===== src/rtl/pool_flatten_pkg.sv =====
// pool_flatten_pkg
//   Shared definitions for the max-pool / flatten stage: data and address
//   widths, memory select codes, pooling geometry and the FSM state type.
package pool_flatten_pkg;

  localparam int DATAW      = 20;
  localparam int ADDRW      = 12;

  // Memory select codes driven on csel
  localparam logic [2:0] CSEL_NONE = 3'b000;
  localparam logic [2:0] CSEL_L0K0 = 3'b001;
  localparam logic [2:0] CSEL_L0K1 = 3'b010;
  localparam logic [2:0] CSEL_L1K0 = 3'b011;
  localparam logic [2:0] CSEL_L1K1 = 3'b100;
  localparam logic [2:0] CSEL_L2   = 3'b101;

  // Pooled map is POOL_DIM x POOL_DIM; each (pixel, kernel) takes PIX_CYCLES
  localparam int POOL_DIM   = 32;
  localparam int PIX_CYCLES = 7;
  localparam int NUM_PIX    = POOL_DIM * POOL_DIM;
  localparam int PIXW       = $clog2(NUM_PIX);

  typedef enum logic [2:0] {
    S_IDLE = 3'd0,
    S_RD   = 3'd1,
    S_WAIT = 3'd2,
    S_WR1  = 3'd3,
    S_WR2  = 3'd4,
    S_FIN  = 3'd5
  } state_t;

  function automatic logic [2:0] rd_csel(input logic k);
    return k ? CSEL_L0K1 : CSEL_L0K0;
  endfunction

  function automatic logic [2:0] wr_csel(input logic k);
    return k ? CSEL_L1K1 : CSEL_L1K0;
  endfunction

endpackage


===== src/rtl/pool_flatten_if.sv =====
// pool_flatten_if
//   Bundles the start/done control and the shared testfixture memory port.
//   master: the pool_flatten block; slave: the testfixture / memories.
//   Signals:
//     start      one-cycle start pulse (slave -> master)
//     cdata_rd   read data from the selected memory (slave -> master)
//     crd        read strobe, caddr_rd read address
//     cwr        write strobe, cdata_wr / caddr_wr write data / address
//     csel       memory select code
//     busy, done status; dbg_state exposes the FSM state
//   Strobe semantics: crd / cwr are single-cycle qualifiers with no
//   back-pressure. Address, data and csel are valid in every cycle the
//   matching strobe is high; a read issued in cycle n returns data that is
//   valid for sampling at the rising edge ending cycle n+1.
interface pool_flatten_if;
  import pool_flatten_pkg::*;

  logic             start;
  logic [DATAW-1:0] cdata_rd;
  logic             crd;
  logic [ADDRW-1:0] caddr_rd;
  logic             cwr;
  logic [DATAW-1:0] cdata_wr;
  logic [ADDRW-1:0] caddr_wr;
  logic [2:0]       csel;
  logic             busy;
  logic             done;
  state_t           dbg_state;

  modport master (
    input  start, cdata_rd,
    output crd, caddr_rd, cwr, cdata_wr, caddr_wr, csel, busy, done, dbg_state
  );

  modport slave (
    output start, cdata_rd,
    input  crd, caddr_rd, cwr, cdata_wr, caddr_wr, csel, busy, done, dbg_state
  );

endinterface


===== src/rtl/pool_flatten_addr_gen.sv =====
// pool_addr_gen
//   Owns the pooled-pixel counter p, kernel bit k and window sub-index
//   {dy,dx}, and derives all memory addresses from them.
//   Ports:
//     clk, reset   clock, asynchronous active-high reset
//     i_sub_inc    advance {dy,dx} (wraps 3 -> 0)
//     i_pix_inc    advance k, carrying into p (wraps at p=1023,k=1)
//     o_sub        current {dy,dx}
//     o_k          current kernel
//     o_src_addr   {py, dy, px, dx} into the 64x64 layer-0 map
//     o_l1_addr    {2'b00, p}
//     o_l2_addr    {1'b0, p, k}
//     o_last       high on the final (p,k) pair of a pass
module pool_addr_gen
  import pool_flatten_pkg::*;
(
  input  logic             clk,
  input  logic             reset,
  input  logic             i_sub_inc,
  input  logic             i_pix_inc,
  output logic [1:0]       o_sub,
  output logic             o_k,
  output logic [ADDRW-1:0] o_src_addr,
  output logic [ADDRW-1:0] o_l1_addr,
  output logic [ADDRW-1:0] o_l2_addr,
  output logic             o_last
);

  logic [PIXW-1:0] r_p;
  logic            r_k;
  logic [1:0]      r_sub;

  always_ff @(posedge clk or posedge reset) begin
    if (reset) begin
      r_p   <= '0;
      r_k   <= 1'b0;
      r_sub <= 2'd0;
    end else begin
      if (i_sub_inc) r_sub <= r_sub + 2'd1;
      if (i_pix_inc) begin
        // Kernel is the inner loop: p only advances after k=1
        r_k <= ~r_k;
        if (r_k) r_p <= r_p + 1'b1;
      end
    end
  end

  assign o_sub      = r_sub;
  assign o_k        = r_k;
  // p = {py, px}; the source pixel is row 2py+dy, column 2px+dx of 64
  assign o_src_addr = {r_p[PIXW-1:PIXW/2], r_sub[1], r_p[PIXW/2-1:0], r_sub[0]};
  assign o_l1_addr  = {2'b00, r_p};
  assign o_l2_addr  = {1'b0, r_p, r_k};
  assign o_last     = (r_p == PIXW'(NUM_PIX - 1)) && r_k;

endmodule


===== src/rtl/pool_flatten.sv =====
// pool_flatten
//   2x2 stride-2 signed max pooling of the two 64x64 layer-0 maps into the
//   32x32 layer-1 maps, plus the interleaved 2048-entry layer-2 vector.
//   Each (p,k) takes 7 cycles: RD x4, WAIT, WR1 (L1), WR2 (L2).
//   Ports:
//     clk    rising-edge clock
//     reset  asynchronous active-high reset
//     bus    pool_flatten_if.master (start, memory port, busy/done, state)
module pool_flatten
  import pool_flatten_pkg::*;
(
  input  logic           clk,
  input  logic           reset,
  pool_flatten_if.master bus
);

  state_t           r_state;
  logic             r_crd;
  logic             r_cwr;
  logic             r_busy;
  logic             r_done;
  logic             r_last;
  logic [2:0]       r_csel;
  logic [ADDRW-1:0] r_caddr_rd;
  logic [ADDRW-1:0] r_caddr_wr;
  logic [DATAW-1:0] r_cdata_wr;
  logic [DATAW-1:0] r_max;

  logic [1:0]       w_sub;
  logic             w_k;
  logic [ADDRW-1:0] w_src_addr;
  logic [ADDRW-1:0] w_l1_addr;
  logic [ADDRW-1:0] w_l2_addr;
  logic             w_last;
  logic             w_sub_inc;
  logic             w_pix_inc;
  logic             w_cap;
  logic             w_first;
  logic [DATAW-1:0] w_max_next;

  // The sub counter holds the index of the next read to issue, so it is
  // bumped on every edge that registers a new read address. In RD it reads
  // 1,2,3,0 for reads 0..3; sub==0 in RD marks the cycle issuing read 3.
  assign w_sub_inc = ((r_state == S_IDLE) && bus.start) ||
                     ((r_state == S_RD) && (w_sub != 2'd0)) ||
                     ((r_state == S_WR2) && !r_last);
  // Advancing (p,k) during WR1 lets WR2 launch the next read directly from
  // the counters; the L2 address for WR2 is registered on that same edge.
  assign w_pix_inc = (r_state == S_WR1);

  pool_addr_gen u_addr_gen (
    .clk        (clk),
    .reset      (reset),
    .i_sub_inc  (w_sub_inc),
    .i_pix_inc  (w_pix_inc),
    .o_sub      (w_sub),
    .o_k        (w_k),
    .o_src_addr (w_src_addr),
    .o_l1_addr  (w_l1_addr),
    .o_l2_addr  (w_l2_addr),
    .o_last     (w_last)
  );

  // Read j lands at the end of the cycle after it was issued: reads 0..2
  // are captured during the RD cycles for reads 1..3, read 3 during WAIT.
  assign w_cap   = ((r_state == S_RD) && (w_sub != 2'd1)) || (r_state == S_WAIT);
  assign w_first = (r_state == S_RD) && (w_sub == 2'd2);
  // Strict greater-than keeps the earlier sample on a tie
  assign w_max_next = (w_first || ($signed(bus.cdata_rd) > $signed(r_max))) ?
                      bus.cdata_rd : r_max;

  always_ff @(posedge clk or posedge reset) begin
    if (reset) begin
      r_state    <= S_IDLE;
      r_crd      <= 1'b0;
      r_cwr      <= 1'b0;
      r_busy     <= 1'b0;
      r_done     <= 1'b0;
      r_last     <= 1'b0;
      r_csel     <= CSEL_NONE;
      r_caddr_rd <= '0;
      r_caddr_wr <= '0;
      r_cdata_wr <= '0;
      r_max      <= '0;
    end else begin
      if (w_cap) r_max <= w_max_next;
      case (r_state)
        S_IDLE: begin
          if (bus.start) begin
            r_state    <= S_RD;
            r_busy     <= 1'b1;
            r_crd      <= 1'b1;
            r_csel     <= rd_csel(w_k);
            r_caddr_rd <= w_src_addr;
          end
        end
        S_RD: begin
          if (w_sub == 2'd0) begin
            r_state <= S_WAIT;
            r_crd   <= 1'b0;
          end else begin
            r_caddr_rd <= w_src_addr;
          end
        end
        S_WAIT: begin
          r_state    <= S_WR1;
          r_cwr      <= 1'b1;
          r_csel     <= wr_csel(w_k);
          r_caddr_wr <= w_l1_addr;
          r_cdata_wr <= w_max_next;
        end
        S_WR1: begin
          r_state    <= S_WR2;
          r_csel     <= CSEL_L2;
          r_caddr_wr <= w_l2_addr;
          r_last     <= w_last;
        end
        S_WR2: begin
          r_cwr <= 1'b0;
          if (r_last) begin
            r_state <= S_FIN;
            r_csel  <= CSEL_NONE;
            r_busy  <= 1'b0;
            r_done  <= 1'b1;
            r_last  <= 1'b0;
          end else begin
            // Counters already point at the next (p,k)
            r_state    <= S_RD;
            r_crd      <= 1'b1;
            r_csel     <= rd_csel(w_k);
            r_caddr_rd <= w_src_addr;
          end
        end
        S_FIN: begin
          r_state <= S_IDLE;
          r_done  <= 1'b0;
        end
        default: r_state <= S_IDLE;
      endcase
    end
  end

  assign bus.crd       = r_crd;
  assign bus.caddr_rd  = r_caddr_rd;
  assign bus.cwr       = r_cwr;
  assign bus.cdata_wr  = r_cdata_wr;
  assign bus.caddr_wr  = r_caddr_wr;
  assign bus.csel      = r_csel;
  assign bus.busy      = r_busy;
  assign bus.done      = r_done;
  assign bus.dbg_state = r_state;

endmodule


===== src/flat_wrapper.sv =====
// flat-port wrapper written by rule: the top's interface ports become plain ports
module pool_flatten_flat import pool_flatten_pkg::*;
  (clk, reset, bus_start, bus_cdata_rd, bus_crd, bus_caddr_rd, bus_cwr, bus_cdata_wr, bus_caddr_wr, bus_csel, bus_busy, bus_done, bus_dbg_state);
  pool_flatten_if bus_i ();
  input  logic clk;
  input  logic reset;
  input wire logic [$bits(bus_i.start)-1:0] bus_start;
  input wire logic [$bits(bus_i.cdata_rd)-1:0] bus_cdata_rd;
  output wire logic [$bits(bus_i.crd)-1:0] bus_crd;
  output wire logic [$bits(bus_i.caddr_rd)-1:0] bus_caddr_rd;
  output wire logic [$bits(bus_i.cwr)-1:0] bus_cwr;
  output wire logic [$bits(bus_i.cdata_wr)-1:0] bus_cdata_wr;
  output wire logic [$bits(bus_i.caddr_wr)-1:0] bus_caddr_wr;
  output wire logic [$bits(bus_i.csel)-1:0] bus_csel;
  output wire logic [$bits(bus_i.busy)-1:0] bus_busy;
  output wire logic [$bits(bus_i.done)-1:0] bus_done;
  output wire logic [$bits(bus_i.dbg_state)-1:0] bus_dbg_state;
  assign bus_i.start = bus_start;
  assign bus_i.cdata_rd = bus_cdata_rd;
  assign bus_crd = bus_i.crd;
  assign bus_caddr_rd = bus_i.caddr_rd;
  assign bus_cwr = bus_i.cwr;
  assign bus_cdata_wr = bus_i.cdata_wr;
  assign bus_caddr_wr = bus_i.caddr_wr;
  assign bus_csel = bus_i.csel;
  assign bus_busy = bus_i.busy;
  assign bus_done = bus_i.done;
  assign bus_dbg_state = bus_i.dbg_state;
  pool_flatten u_core (.clk(clk), .reset(reset), .bus(bus_i));
endmodule

===== config.mk =====
export PLATFORM = sky130hd
export DESIGN_NAME = pool_flatten_flat
export DESIGN_NICKNAME = d
export VERILOG_FILES = /design/src/rtl/pool_flatten_pkg.sv /design/src/rtl/pool_flatten_if.sv /design/src/rtl/pool_flatten_addr_gen.sv /design/src/rtl/pool_flatten.sv /design/src/flat_wrapper.sv
export SDC_FILE = /design/constraint.sdc
export NUM_CORES = 1
export LEC_CHECK = 0
export ABC_AREA = 1
export CAP_MARGIN = 30
export CORE_UTILIZATION = 50
export CTS_BUF_LIST = sky130_fd_sc_hd__clkbuf_16
export CTS_CLUSTER_DIAMETER = 60
export DETAILED_ROUTE_END_ITERATION = 10
export DONT_BUFFER_PORTS = 1
export PLACE_DENSITY_LB_ADDON = 0.08
export SLEW_MARGIN = 20
export SYNTH_ARGS = -nofsm -noshare
export SYNTH_HDL_FRONTEND = slang
export SYNTH_SLANG_ARGS = --single-unit

===== constraint.sdc =====
create_clock -name clk -period 7.7 [get_ports clk]
set_input_delay 1.54 -clock clk [delete_from_list [all_inputs] [get_ports clk]]
set_output_delay 1.54 -clock clk [all_outputs]
set_load 0.02 [all_outputs]

# --- Word-level counts from Yosys, hierarchy flattened ---
# Index checks and enable logic that the tools add are counted.
op_classes:
  magnitude_cmp: 1
  add_sub_neg: 2
  n_reduce_logical: 28
  bitwise_logic: 1
  eq_ne: 13
  n_mux: 25
op_table:
  columns: ["op", "n"]
  rows:
  - ["2-to-1 mux 12 bit", 3]
  - ["one-hot mux 12 bit (3 select lines)", 1]
  - ["one-hot mux 12 bit (2 select lines)", 1]
  - ["> comparator 20 bit", 1]
  - ["2-to-1 mux 20 bit", 1]
  - ["2-to-1 mux 3 bit", 6]
  - ["one-hot mux 3 bit (5 select lines)", 1]
  - ["one-hot mux 3 bit (4 select lines)", 1]
  - ["nonzero test 2 bit", 6]
  - ["adder 10 x 1 -> 10 bit (second input constant)", 1]
  - ["== test 10 bit (second input constant)", 1]
  - ["inequality test 2 bit (second input constant)", 4]
  - ["one-hot mux 1 bit (2 select lines)", 4]
  - ["AND reduction 2 bit", 4]
  - ["AND reduction 4 bit", 2]
  - ["== test 3 x 2 -> 1 bit (second input constant)", 2]
  - ["== test 3 bit (second input constant)", 2]
  - ["logical AND 1 bit", 6]
  - ["2-to-1 mux 1 bit", 5]
  - ["logical OR 1 bit", 4]
  - ["inequality test 2 x 1 -> 1 bit (second input constant)", 2]
  - ["nonzero test 4 bit", 1]
  - ["== test 3 x 1 -> 1 bit (second input constant)", 1]
  - ["zero test 3 bit", 1]
  - ["other kinds (9)", 9]
word_totals:
  out_inout_bits: 54
  word_cells: 84
  reg_bits: 88

# --- Longest topological paths before layout ---
# Gate-level depths: netlist of the first run.
depth:
  ltp_word: 4
  depth_mapped: 17
  ltp_nobuf: 16

# --- Cells and area by module ---
# Synthesis of the first run repeated with hierarchy kept, for this count alone.
hier_totals:
  hier_cells: 597
  area_unflattened_um2: 4839.6
by_module_without_submodules:
  columns: ["module", "instances", "cells_each", "area_per_inst_um2"]
  rows:
  - ["pool_flatten", 1, 495, 3980.1]
  - ["pool_addr_gen", 1, 102, 859.6]

# --- Least setup slack after synthesis of the first run ---
# No wires, ideal clock.
synth_path:
  path_type: "in2reg"
  startpoint: "in bus_cdata_rd[19]"
  endpoint: "reg u_core.r_cdata_wr[0], in the netlist u_core.bus.cdata_wr[0]"
  required_time_ns: 7.582
  path_slack_ns: 4.699
  arrival_ns: 2.883
  cell_stages: 13
  setup_time_ns: 0.118
  path_cell_list: "ha_1 > nand2_1 > nor2_1 > nand2_1 > nor2_2 > nand2_1 > nand3_1 > nand2_1 > nand3_2 > buf_2 > nand3_1 > nand3_1 > nand2_1"
synth_via:
  elab_chain_cells: 3
synth_rtl:
  columns: ["item", "line", "text"]
  rows:
  - ["start, declared", "flat_wrapper.sv:8", "input wire logic [$bits(bus_i.cdata_rd)-1:0] bus_cdata_rd;"]
  - ["> comparator 20 bit", "pool_flatten.sv:69", "assign w_max_next = (w_first || ($signed(bus.cdata_rd) > $signed(r_max))) ?"]
  - ["logical OR 1 bit", "pool_flatten.sv:69", null]
  - ["2-to-1 mux 20 bit", "pool_flatten.sv:69", null]
  - ["end signal, assigned", "pool_flatten.sv:110", "r_cdata_wr <= w_max_next;"]
  - ["end, declared", "pool_flatten.sv:26", "logic [DATAW-1:0] r_cdata_wr;"]
# No other way between the ends.
# A chain may end at the register's enable or synchronous reset.

# --- Worst setup path after layout of the first run ---
layout_path:
  startpoint: "in bus_cdata_rd[19]"
  endpoint: "reg u_core.r_cdata_wr[18], in the netlist u_core.bus.cdata_wr[18]"
# Same word-level chain as after synthesis.

==> impl_metrics.tcl, run 1 <==
set metrics [dict create \
    status "finished clean" \
    worstSetupStartpointType "input port" \
    antenna_found_initial 0 \
    clock_sinks 87 \
    ys_seq_area_share_pct 49.0 \
    vias_per_cell 5.25 \
    die-width_um 96.3 \
    cts-buffers-inserted 9 \
    die_h_um 96.3 \
    critPathCaptureType "flop" \
    p_int_w 0.00122 \
    area_growth_pct 8.81 \
    cts_tree "yes" \
    fmax_mhz 263 \
    drt_iter0_markers 109 \
    hpwl_mm 6.38 \
    combPwrFrac_pct 40.7 \
    layout_common_cells "159 x nand2_1, 87 x dfrtp_1, 74 x inv_1" \
    synth_area_leader_cell "dfrtp_1" \
    cts_hold_buf 0 \
    period_minus_slack_ns 3.80 \
    hold_class "flop to flop" \
    yosys.area.top_type_share_pct 49.0 \
    post_drt_wl_per_cell_um 14.7 \
    post_cts_buffers 0 \
    ctsResizeCount 0 \
    root_buffer "clkbuf_16" \
    die_area_um2 9270 \
    filler_cell_count 822 \
    ys_types 34 \
    path_max_fanout 21 \
    syn_nets 584 \
    ys_warn_count 0 \
    peakVddDrop_v 0.000226 \
    grt_setup_unrepaired "no" \
    grt_pass1_vias 3300 \
    firstDrtPassIters 4 \
    setup_ws_ns 3.90 \
    grt.overflow.total 0 \
    ant_nets 0 \
    final_common_cell "nand2_1" \
    grt_pass1_wl_mm 15.6 \
    p_total_w 0.00230 \
    htree_levels 3 \
    switchingPower_w 0.00108 \
    cap_violations 0 \
    drv_slew 0 \
    std_cell_rows 34 \
    seqPwrFrac_pct 39.5 \
    cts.reportedPaths.clkPinSlew_ns 0.06 \
    start_util_pct 51.2 \
    clockBufferDepth 2 \
    p_leak_nw 2.55 \
    drt-total-wl_mm 9.46 \
    place_ws_ns 3.61 \
    switching_share_pct 47.1 \
    relSlewSlack_pct 47.2 \
    avgSynthCellArea_um2 8.28 \
    drc 0 \
    netlist_area_um2 4450 \
    crit_type "input port to flop" \
    fin_crit_sh_pct 49.4 \
    worst_pin_slew_ns 0.789 \
    core_um2 8680 \
    ys_top_cells_by_area "dfrtp_1 49%, nand2_1 13%, nand3_1 7.1%" \
    p_clk_share_pct 19.9 \
    place.gp.congestion 0.833 \
    vias 3388 \
    fin_nets 579 \
    drive_gt1_share_pct 6.70 \
    fin_setup_tns_ns 0 \
    grt_usage_pct 22.2 \
    clock_latency_ns 0.34 \
    synth-seq-cells 87 \
    grt_max_degree 45 \
    setup_violations 0 \
    power.density_nw_per_um2 476 \
    io_pins 77 \
    crit_arrival_ns 4.02 \
    diodes 0 \
    port_buffers 0 \
    finClkSkew_ns 0.00816 \
    critPathRequiredTime_ns 7.92 \
    synthCells 537 \
    hold_viol_final 0 \
    final_core_util_pct 55.8 \
]
critical path, cell delays in order:
cell and delay, ns:
ha_1 0.31, nand2_1 0.08, nor2_1 0.13, nand2_1 0.09, nor2_2 0.13, nand2_1 0.08, nand4_1 0.10, nand3_2 0.39
nand2_1 0.77, nand2_1 0.20, nand3_1 0.12, nand2_1 0.05
layout make-up:
cell class	count	area [um^2]	area share (%)
Clock inverter	7	86.3	1.78
Multi-Input combinational cell	350	1860	38.4
Inverter	79	298	6.15
Tap cell	108	135	2.79
Timing Repair Buffer	5	57.6	1.19
Sequential cell	87	2180	45.0
Clock buffer	9	225	4.65
worst paths after layout:
kind	start	endpoint	slack [ns]	cells after the start
hold reg to reg	u_core.r_max[12]	u_core.r_max[12]	0.48	2
setup / recovery	bus_cdata_rd[19]	u_core.bus.cdata_wr[18]	3.90	12
setup reg to reg	u_core.r_max[19]	u_core.bus.cdata_wr[18]	4.68	13
max in group asynchronous	reset	u_core.bus.cdata_wr[10]	5.82	3
min in group asynchronous	reset	u_core.bus.busy	0.95	1
hold / removal	u_core.r_max[12]	u_core.r_max[12]	0.48	2
cells in the mapped netlist, drive strengths merged:
| cell type | instances |
|---|---|
| o21a | 1 |
| a22o | 2 |
| xor2 | 10 |
| nand2 | 159 |
| nand3 | 65 |
| o2111ai | 1 |
| clkbuf | 8 |
| mux2 | 1 |
| a31oi | 1 |
| o32ai | 1 |
| a21oi | 20 |
| nor3 | 2 |
| dfrtp | 87 |
| o21ai | 8 |
| buf | 13 |
| inv | 79 |
| nand4 | 6 |
| o221ai | 7 |
| conb | 1 |
| nor2 | 33 |
| o211ai | 5 |
| ha | 24 |
| a221o | 1 |
| or2 | 1 |
| a21o | 1 |
metal layers:
metal	wire length, um	global-route usage [%]
met5	0	0
met4	131	7.97
met3	609	6.40
met2	4180	34.3
met1	4530	29.6
flip-flops by register name (all words and copies together) (netlist names), 2 cells and up:
signal	cells
u_core.bus.caddr_rd	12
u_core.bus.caddr_wr	11
u_core.bus.cdata_wr	20
u_core.bus.csel	3
u_core.bus.dbg_state	3
u_core.r_max	20
u_core.u_addr_gen.o_sub	2
u_core.u_addr_gen.r_p	10
cell families after synthesis:
kind of cell | after synthesis | synth area share, %
simple gates | 266 | 25.9
buf+inv | 100 | 9.23
flops | 87 | 49.0
compound gates | 48 | 6.87
fa+ha+maj | 24 | 6.75
xor+xnor | 10 | 1.97
other cells | 1 | 0.0843
mux | 1 | 0.253
power groups by stage:
stage	sequential, W	combinational, W	clock, W
global placement	0.000915	0.000916	0
finish	0.000908	0.000936	0.000458
CTS	0.000911	0.000948	0.000466
global route	0.000934	0.00110	0.000486
floorplan	0.000880	0.000791	0
detailed placement	0.000915	0.000945	0
through the flow:
step	hold WS (ns)	cell area (um^2)	instances
final	0.480	4840	645
after global routing	0.498	4840	645
after CTS	0.484	4840	645
after detailed placement	0.465	4530	629
after global placement	0.462	4500	628
after floorplan	0.449	4450	537
Note: power is estimated with default switching activity, not from simulation.
==> inputs of run 2 (changes only) <==
==> constraint.sdc (replaced) <==
create_clock -name clk -period 3.6 [get_ports clk]
set_input_delay 0.72 -clock clk [delete_from_list [all_inputs] [get_ports clk]]
set_output_delay 0.72 -clock clk [all_outputs]
set_load 0.02 [all_outputs]
==> run 2 against run 1 <==
Effect of this change: utilization decreased by 0.14 points; final area shrank 0.26%; combinational power grew 120%; critical path depth up 1; largest cell class unchanged; clock skew increased by 0.0031 ns; first-iteration DRC count rose by 18%; worst hold slack lost 0.18 ns; routed wire length increased by 2.4%; clock power rose by 110%.
==> impl_metrics.tcl, run 2 (synthesis results as in run 1) <==
set metrics [dict create \
    clock_latency_ns 0.34 \
    combPwrFrac_pct 41.2 \
    finClkSkew_ns 0.0112 \
    fin_crit_sh_pct 68.1 \
    fin_nets 581 \
    drive_gt1_share_pct 6.86 \
    r2r_cells 13 \
    place.gp.congestion 0.807 \
    fin_area_um2 4830 \
    peakVddDrop_v 0.000571 \
    dpl-instance-area_um2 4520 \
    hold_class "input port to asynchronous set/reset pin" \
    diodes 0 \
    final-seq-area_um2 2180 \
    filler_cell_count 815 \
    drt-total-wl_mm 9.68 \
    cts-buffers-inserted 9 \
    switching_share_pct 47.1 \
    cts_hold_buf 0 \
    drv_slew 0 \
    layout_common_cells "159 x nand2_1, 87 x dfrtp_1, 75 x inv_1" \
    post_drt_wl_per_cell_um 15.0 \
    grt_pass1_vias 3301 \
    seqPwrFrac_pct 39.4 \
    relSlewSlack_pct 49.4 \
    grt_pass1_wl_mm 15.8 \
    grt_setup_unrepaired "no" \
    critPathTopFamily "simple AND/OR/NAND/NOR gates" \
    cp_cell_sequence "inv_1 > ha_1 > nand2_1 > nor2_1 > nand2_1 > nor2_2 > nand2_1 > nand4_1 > nand3_2 > nand2_1 > nand2_1 > nand3_1 > nand2_1" \
    critPathRequiredTime_ns 3.82 \
    crit_path_start "u_core.r_max[19]" \
    core_um2 8680 \
    r2r_start "u_core.r_max[19]" \
    vias 3429 \
    crit_arrival_ns 2.67 \
    path_max_fanout 20 \
    cts_tree "yes" \
    firstDrtPassIters 4 \
    hold_viol_final 0 \
    hpwl_mm 6.37 \
    root_buffer "clkbuf_16" \
    cap_violations 0 \
    multiInputGateArea_um2 1860 \
    htree_levels 3 \
    ctsResizeCount 0 \
    area_growth_pct 8.53 \
    worstSetupStartpointType "flop" \
    std_cell_rows 34 \
    io_pins 77 \
    dp_cells 631 \
    critical_path_buf_inv_count 1 \
    final_core_util_pct 55.6 \
    crit_top_cell "nand2_1" \
    worst_pin_slew_ns 0.756 \
    status "finished clean" \
    slowest_delay_ns 0.56 \
    crit_type "flop to flop" \
    drt_iter0_markers 129 \
    p_clk_share_pct 19.4 \
    die-width_um 96.3 \
    crit_end "u_core.bus.cdata_wr[18]" \
    r2r_end "u_core.bus.cdata_wr[18]" \
    drc 0 \
    power.density_nw_per_um2 1020 \
    die_h_um 96.3 \
    ant_nets 0 \
    cts.reportedPaths.clkPinSlew_ns 0.07 \
    clock_sinks 87 \
    stdcell_count 647 \
    r2r_slack_ns 1.15 \
    switchingPower_w 0.00233 \
    p_leak_nw 2.55 \
    grt_max_degree 33 \
    crit_slowest_cell "nand2_1" \
    clockBufferDepth 2 \
    fin_setup_tns_ns 0 \
    fmax_mhz 408 \
    port_buffers 0 \
    grt_usage_pct 22.6 \
    period_minus_slack_ns 2.45 \
    post_cts_buffers 0 \
    critPathCaptureType "flop" \
    critical_path_depth 13 \
    p_int_w 0.00261 \
    final_common_cell "nand2_1" \
    start_util_pct 51.2 \
    antenna_found_initial 0 \
    grt.overflow.total 0 \
    setup_violations 0 \
    die_area_um2 9270 \
    vias_per_cell 5.30 \
]
==> run 2: cell count changes in the layout (fill, tap and decap cells not counted), sizes merged <==
cell	before	now
inv	83	82
buf	5	7
clkinv	1	2
==> run 2: metrics by stage <==
step	setup slack (ns)	power, W	hold slack [ns]
4_1_cts	1.12	0.00498	0.317
3_3_place_gp	0.879	0.00395	0.461
2_1_floorplan	0.630	0.00357	0.449
3_5_place_dp	0.816	0.00400	0.465
6_report	1.15	0.00494	0.302
5_1_grt	0.872	0.00538	0.352
==> run 2: cell type report <==
cell class	instances	share of cell area [%]
Inverter	79	6.17
Timing Repair Buffer	7	1.09
Clock buffer	9	4.67
Multi-Input combinational cell	350	38.5
Clock inverter	7	1.63
Tap cell	108	2.80
Sequential cell	87	45.1
==> run 2: worst min path at each step <==
stage	slack, ns	depth (start not counted)	start	to
global route	0.35	1	reset	u_core.bus.csel[0]
finish	0.30	1	reset	u_core.bus.busy
global placement	0.46	2	u_core.r_max[3]	u_core.r_max[3]
floorplan	0.45	2	u_core.r_max[10]	u_core.r_max[10]
CTS	0.32	1	reset	u_core.bus.busy
detailed placement	0.47	2	u_core.r_max[11]	u_core.r_max[11]
==> run 2: power groups by stage <==
| stage | Combinational (W) | Clock [W] | Sequential, W |
|---|---|---|---|
| after floorplan | 0.00169 | 0 | 0.00188 |
| after global placement | 0.00200 | 0 | 0.00196 |
| after detailed placement | 0.00204 | 0 | 0.00196 |
| after CTS | 0.00205 | 0.000975 | 0.00195 |
| after global routing | 0.00237 | 0.00101 | 0.00200 |
| final | 0.00203 | 0.000957 | 0.00194 |
==> run 2: worst register-to-register path, delay by kind of cell, from the launching register on <==
family | cells | cell delay [ns]
and+or+nand+nor | 11 | 1.59
DFF | 1 | 0.35
buffers and inverters | 1 | 0.06
adders and majority gates | 1 | 0.33
==> run 2: metal layers <==
layer | vias up | track usage (%) | wire (um) | share of wire [%]
met4 | 0 | 7.72 | 133 | 1.4
met3 | 11 | 4.98 | 624 | 6.4
met1 | 1642 | 30.8 | 4710 | 49
li1 | 1709 | - | - | -
met2 | 67 | 35.6 | 4220 | 44
met5 | - | 0 | 0 | 0
